===== src/rtl/tri_wave_seq.sv =====
// Phase sequencer and DAC output stage for the 1248-entry triangle pROM (tri_pROM).
// Optional macro TRI_SEQ_AMP_EN adds an 'amp' input and one extra amplitude-scaling stage.
module tri_wave_seq #(
   parameter int TBL_LEN = 1248,
   parameter int FRAC_W  = 16
) (
   input  logic              clk,
   input  logic              reset,
   input  logic              en,
   input  logic              sample_tick,
   input  logic              cfg_valid,
   output logic              cfg_ready,
   input  logic [10:0]       cfg_step_int,
   input  logic [FRAC_W-1:0] cfg_step_frac,
   output logic              cfg_err,
   output logic              rom_ce,
   output logic              rom_oce,
   output logic              rom_reset,
   output logic [10:0]       rom_ad,
   input  logic [7:0]        rom_dout,
`ifdef TRI_SEQ_AMP_EN
   input  logic [7:0]        amp,
`endif
   output logic [7:0]        dac_data,
   output logic              dac_valid
);

   typedef enum logic [1:0] {
      IDLE,
      RUN,
      RUN_PEND
   } state_e;

   localparam logic [11:0] TBL_LEN_W = 12'(TBL_LEN);

   state_e              state_q;
   logic [10:0]         phase_int_q;
   logic [FRAC_W-1:0]   phase_frac_q;
   logic [10:0]         step_int_q;
   logic [FRAC_W-1:0]   step_frac_q;
   logic [10:0]         shadow_int_q;
   logic [FRAC_W-1:0]   shadow_frac_q;
   logic                rom_ce_q;
   logic [10:0]         rom_ad_q;
   logic                cfg_err_q;
   logic                rd_q;
   logic [7:0]          dac_data_q;
   logic                dac_valid_q;

   logic [FRAC_W:0]     frac_sum_d;
   logic [11:0]         int_sum_d;
   logic                wrap_d;
   logic [10:0]         phase_int_d;
   logic [FRAC_W-1:0]   phase_frac_d;

   logic                cfg_take;
   logic                step_bad;
   logic                cfg_load;
   logic                tick_go;

   // Next phase: the integer part is one bit wider so the frac carry and the wrap compare fit.
   always_comb begin
      frac_sum_d   = {1'b0, phase_frac_q} + {1'b0, step_frac_q};
      int_sum_d    = {1'b0, phase_int_q} + {1'b0, step_int_q} + {11'd0, frac_sum_d[FRAC_W]};
      wrap_d       = (int_sum_d >= TBL_LEN_W);
      phase_int_d  = wrap_d ? 11'(int_sum_d - TBL_LEN_W) : int_sum_d[10:0];
      phase_frac_d = frac_sum_d[FRAC_W-1:0];
   end

   assign cfg_ready = (state_q != RUN_PEND);
   assign cfg_take  = cfg_valid & cfg_ready;
   assign step_bad  = ({1'b0, cfg_step_int} >= TBL_LEN_W);
   assign cfg_load  = cfg_take & ~step_bad;
   assign tick_go   = en & sample_tick & (state_q != IDLE);

   // Sequencer: a rejected step still completes the handshake but leaves the step registers alone.
   always_ff @(posedge clk) begin
      if (reset) begin
         state_q       <= IDLE;
         phase_int_q   <= '0;
         phase_frac_q  <= '0;
         step_int_q    <= '0;
         step_frac_q   <= '0;
         shadow_int_q  <= '0;
         shadow_frac_q <= '0;
         rom_ce_q      <= 1'b0;
         rom_ad_q      <= '0;
         cfg_err_q     <= 1'b0;
      end else begin
         cfg_err_q <= cfg_take & step_bad;
         rom_ce_q  <= 1'b0;
         case (state_q)
            IDLE: begin
               phase_int_q  <= '0;
               phase_frac_q <= '0;
               if (cfg_load) begin
                  step_int_q  <= cfg_step_int;
                  step_frac_q <= cfg_step_frac;
               end
               if (en) begin
                  state_q <= RUN;
               end
            end
            RUN, RUN_PEND: begin
               if (!en) begin
                  // Leaving RUN: any pending or just-offered step becomes active at once.
                  state_q      <= IDLE;
                  phase_int_q  <= '0;
                  phase_frac_q <= '0;
                  if (cfg_load) begin
                     step_int_q  <= cfg_step_int;
                     step_frac_q <= cfg_step_frac;
                  end else if (state_q == RUN_PEND) begin
                     step_int_q  <= shadow_int_q;
                     step_frac_q <= shadow_frac_q;
                  end
               end else begin
                  if (tick_go) begin
                     rom_ce_q     <= 1'b1;
                     rom_ad_q     <= phase_int_q;
                     phase_int_q  <= phase_int_d;
                     phase_frac_q <= phase_frac_d;
                     if ((state_q == RUN_PEND) && wrap_d) begin
                        step_int_q  <= shadow_int_q;
                        step_frac_q <= shadow_frac_q;
                        state_q     <= RUN;
                     end
                  end
                  if (cfg_load) begin
                     shadow_int_q  <= cfg_step_int;
                     shadow_frac_q <= cfg_step_frac;
                     state_q       <= RUN_PEND;
                  end
               end
            end
            default: state_q <= IDLE;
         endcase
      end
   end

`ifdef TRI_SEQ_AMP_EN
   logic [15:0] prod_d;
   logic [7:0]  scaled_d;
   logic [7:0]  scaled_q;
   logic        scaled_vld_q;

   // rom_dout * (amp + 1) == rom_dout * amp + rom_dout, which always fits in 16 bits.
   assign prod_d   = ({8'd0, rom_dout} * {8'd0, amp}) + {8'd0, rom_dout};
   assign scaled_d = 8'(prod_d >> 8);

   always_ff @(posedge clk) begin
      if (reset) begin
         rd_q         <= 1'b0;
         scaled_q     <= '0;
         scaled_vld_q <= 1'b0;
         dac_data_q   <= '0;
         dac_valid_q  <= 1'b0;
      end else begin
         rd_q         <= rom_ce_q;
         scaled_vld_q <= rd_q;
         if (rd_q) begin
            scaled_q <= scaled_d;
         end
         dac_valid_q <= scaled_vld_q;
         if (scaled_vld_q) begin
            dac_data_q <= scaled_q;
         end
      end
   end
`else
   // Output stage runs independently of en so reads already issued always land.
   always_ff @(posedge clk) begin
      if (reset) begin
         rd_q        <= 1'b0;
         dac_data_q  <= '0;
         dac_valid_q <= 1'b0;
      end else begin
         rd_q        <= rom_ce_q;
         dac_valid_q <= rd_q;
         if (rd_q) begin
            dac_data_q <= rom_dout;
         end
      end
   end
`endif

   assign cfg_err   = cfg_err_q;
   assign rom_ce    = rom_ce_q;
   assign rom_oce   = 1'b1;
   assign rom_reset = reset;
   assign rom_ad    = rom_ad_q;
   assign dac_data  = dac_data_q;
   assign dac_valid = dac_valid_q;

endmodule


===== config.mk =====
export PLATFORM = sky130hd
export DESIGN_NAME = tri_wave_seq
export DESIGN_NICKNAME = d
export VERILOG_FILES = /design/src/rtl/tri_wave_seq.sv
export SDC_FILE = /design/constraint.sdc
export NUM_CORES = 1
export LEC_CHECK = 0
export CAP_MARGIN = 5
export CELL_PAD_IN_SITES_DETAIL_PLACEMENT = 2
export CELL_PAD_IN_SITES_GLOBAL_PLACEMENT = 2
export CORE_MARGIN = 4
export CORE_UTILIZATION = 38
export CTS_BUF_LIST = sky130_fd_sc_hd__clkbuf_8
export CTS_CLUSTER_SIZE = 40
export DETAILED_ROUTE_END_ITERATION = 8
export PLACE_DENSITY_LB_ADDON = 0.25
export SYNTH_ARGS = -nofsm -noshare
export SYNTH_HDL_FRONTEND = slang
export SYNTH_SLANG_ARGS = --single-unit

===== constraint.sdc =====
create_clock -name clk -period 9.42 [get_ports clk]
set_clock_uncertainty 0.05 [all_clocks]
set_input_delay 1.884 -clock clk [delete_from_list [all_inputs] [get_ports clk]]
set_output_delay 1.884 -clock clk [all_outputs]
set_load 0.05 [all_outputs]

==> impl_metrics.toml <==
[place]
place_congestion = 0.827
dp_hpwl_mm = 12.3
io_buffers = 63
place_area_um2 = 6270

[route]
viasPerCell = 5.53
routedWlPerCell_um = 18.9
drc_errors = 0
ant_nets = 0
wl_mm = 16.5
vias = 4829
drt_iter0_markers = 172
dr.pass1.iters = 5

[power_and_ir_drop]
switchingPower_uw = 426
seqPwrFrac_pct = 43.6
power.internal_uw = 757
ir_drop_uv = 82.8
power_frac_comb_pct = 30.4
p_total_uw = 1180
clkPwrFrac_pct = 26.1
p_leak_uw = 0.00242
swShare_pct = 36.0
power_density_nw_per_um2 = 183

[worst_hold_path]
hp-start = "shadow_frac_q[3]"
hold_path.class = "flop to flop"
hold_end = "shadow_frac_q[3]"
min_path_cells = 2

[synth]
synth_cells = 649
ys.flop_type = "dfxtp_1"
synthArstFlopShare_pct = 0
yosys-top-cells-area = "dfxtp_1 38%, nand2_1 7.1%, ha_1 7.0%"
ys_seq_area_share_pct = 38.1
synth.avg_cell_area_um2 = 8.58
ys_ff_latch = 106
synth_top_area_share_pct = 38.1
syn_nets = 723
synth-edff-count = 0
yosys_warnings = 0
synth_common_cells = "106 x dfxtp_1, 105 x nand2_1, 65 x a21oi_1"
synth_top_cell_by_area = "dfxtp_1"
syn_area_um2 = 5570
synth.most_common_cell = "dfxtp_1"
synth.distinct_cells = 58

[global_routing]
antenna_found_initial = 0
grt_max_degree = 59
grt_overflow = 0
grt_pass1_wl_mm = 27.4
grt_pass1_vias = 5265
grt_usage_pct = 20.5

[clocking]
numCtsBuffers = 9
postCtsResizedCells = 0
cts_tree = "yes"
clk_pin_slew_worst_paths_ns = 0.10
post-cts-setup-buffers = 0
clk_path_buf_depth = 2
clock_latency_ns = 0.40
htreeDepth = 3
root_buffer = "clkbuf_8"
postCtsHoldBufs = 0
cts_sinks = 106

[run]
cap_violations = 0

[run_status]
status = "completed"

[critical_path]
crit_fanout = 28
reg2reg_depth = 21
reg2reg_to = "step_int_q[4]"
critPathLaunchType = "flop"
crit_required_ns = 9.62
crit_arrival_ns = 6.83
worstSetupPathType = "flop to flop"
rrSetupSlack_ns = 2.79
crit_path_end_kind = "flop"
regToRegStartpoint = "phase_frac_q[0]"

[sta]
worst_slew_pin_slew_ns = 0.971
min_period_ns = 6.63
rsz0062_at_grt = "false"
report.final.slew_viol_count = 0
max_freq_mhz = 151
final-hold-violation-count = 0
setup_viol = 0
setup_tns_ns = 0
slew_headroom_pct = 35.3
period_share_pct = 70.4

[floorplanning]
die_h_um = 129
die_area_um2 = 16600
core-area_um2 = 14100
ioPinCount = 65
initial_core_util_pct = 39.5
rows = 43
die_x_um = 129

[finish]
syn2layout_area_growth_pct = 16.5
final_util_pct = 46.0
design_area_um2 = 6480
n_antenna_cell = 0
layout-drive-gt1-share_pct = 7.07
nets = 762
==> worst max path at each step <==
stage	from	cells after the start	slack, ns	end
final	phase_frac_q[0]	21	2.79	step_int_q[4]
after global routing	phase_frac_q[0]	21	2.30	step_int_q[4]
after CTS	phase_frac_q[0]	21	2.83	step_int_q[4]
after detailed placement	phase_frac_q[0]	21	2.88	step_int_q[4]
after global placement	phase_frac_q[0]	21	3.48	step_int_q[4]
after floorplan	phase_frac_q[0]	25	4.61	step_frac_q[0]
==> stage by stage <==
| step | hold slack [ns] | std cells | setup WS, ns |
|---|---|---|---|
| floorplan | 0.382 | 649 | 4.61 |
| global placement | 0.391 | 857 | 3.48 |
| detailed placement | 0.400 | 857 | 2.88 |
| CTS | 0.416 | 873 | 2.83 |
| global route | 0.433 | 873 | 2.30 |
| finish | 0.413 | 873 | 2.79 |
==> power groups by stage <==
stage	Sequential [µW]	Clock (µW)	Combinational [µW]
2_1_floorplan	510	0	268
3_3_place_gp	523	0	338
3_5_place_dp	526	0	357
4_1_cts	516	319	360
5_1_grt	520	339	398
6_report	516	308	359
==> kinds of logic (layout without fill, tap and decap cells) <==
logic type,count (synthesis),in the layout,synth area share (%)
AO/OA/AOI/OAI,168,168,21.4
XOR/XNOR,19,19,2.99
adder cells (fa/ha/maj),34,34,8.05
buffers and inverters,62,106,4.90
flip-flops,106,106,38.1
multiplexers,38,38,6.83
other,1,1,0.0674
AND/OR/NAND/NOR,221,221,17.6
==> worst max-delay path: stages, from the launching register on <==
cell and delay [ns]:
dfxtp_1 0.37, ha_1 0.22, inv_1 0.08, fa_1 0.38, nor2b_1 0.20, o21ai_0 0.13
a21o_1 0.21, a31oi_1 0.31, a311oi_1 0.17, o31ai_1 0.39, a21o_1 0.19, a21oi_1 0.08
fa_1 0.39, nand2b_1 0.21, a2111oi_0 0.59, a311o_1 0.29, nor3b_1 0.30, or2_1 0.24
o21a_1 0.79, or2_1 0.34, buf_4 0.38, a211oi_1 0.14
==> cell usage in the layout, fill, tap and decap left out, types with 3 or more instances in the layout <==
cell type / instances
and3_1: 5
o21ai_0: 12
inv_6: 3
nor2_1: 40
clkbuf_8: 10
a31oi_1: 4
nand2b_1: 6
a21oi_1: 65
nand4_1: 4
nand3_1: 4
a211o_1: 4
o21ai_1: 3
o211ai_1: 3
xor2_1: 5
xnor2_1: 14
a22oi_1: 9
a211oi_1: 11
mux2i_1: 38
nor2b_1: 9
a21o_1: 12
inv_1: 19
buf_4: 8
or3_1: 3
fa_1: 3
dfxtp_1: 106
nand2_1: 105
a211oi_2: 20
nor3_1: 33
clkdlybuf4s50_1: 62
o21a_1: 3
ha_1: 31
==> area by class of cell <==
cell class                      instances  area, µm²
Clock buffer                           10        138
Clock inverter                          6       70.1
Fill cell                            1572       7610
Inverter                               20       75.1
Multi-Input combinational cell        481       3170
Sequential cell                       106       2120
Tap cell                              180        225
Timing Repair Buffer                   70        681
==> flip-flops by register name (all words and copies together), names as in the netlist <==
name           cells
step_frac_q       16
rom_ce             1
step_int_q        11
rd_q               1
state_q            2
rom_ad            11
shadow_int_q      11
dac_valid          1
phase_int_q       11
phase_frac_q      16
dac_data           8
shadow_frac_q     16
cfg_err            1
==> layer usage <==
layer	routed length (µm)	vias to the layer above	part of all wire, %	track usage [%]
met5	0	-	0	0
met4	303	0	1.8	6.55
met3	571	23	3.5	3.42
met2	7770	83	47	34.1
met1	7830	2355	48	27.1
li1	-	2368	-	-
No activity file was read; power rests on OpenSTA's default activity.
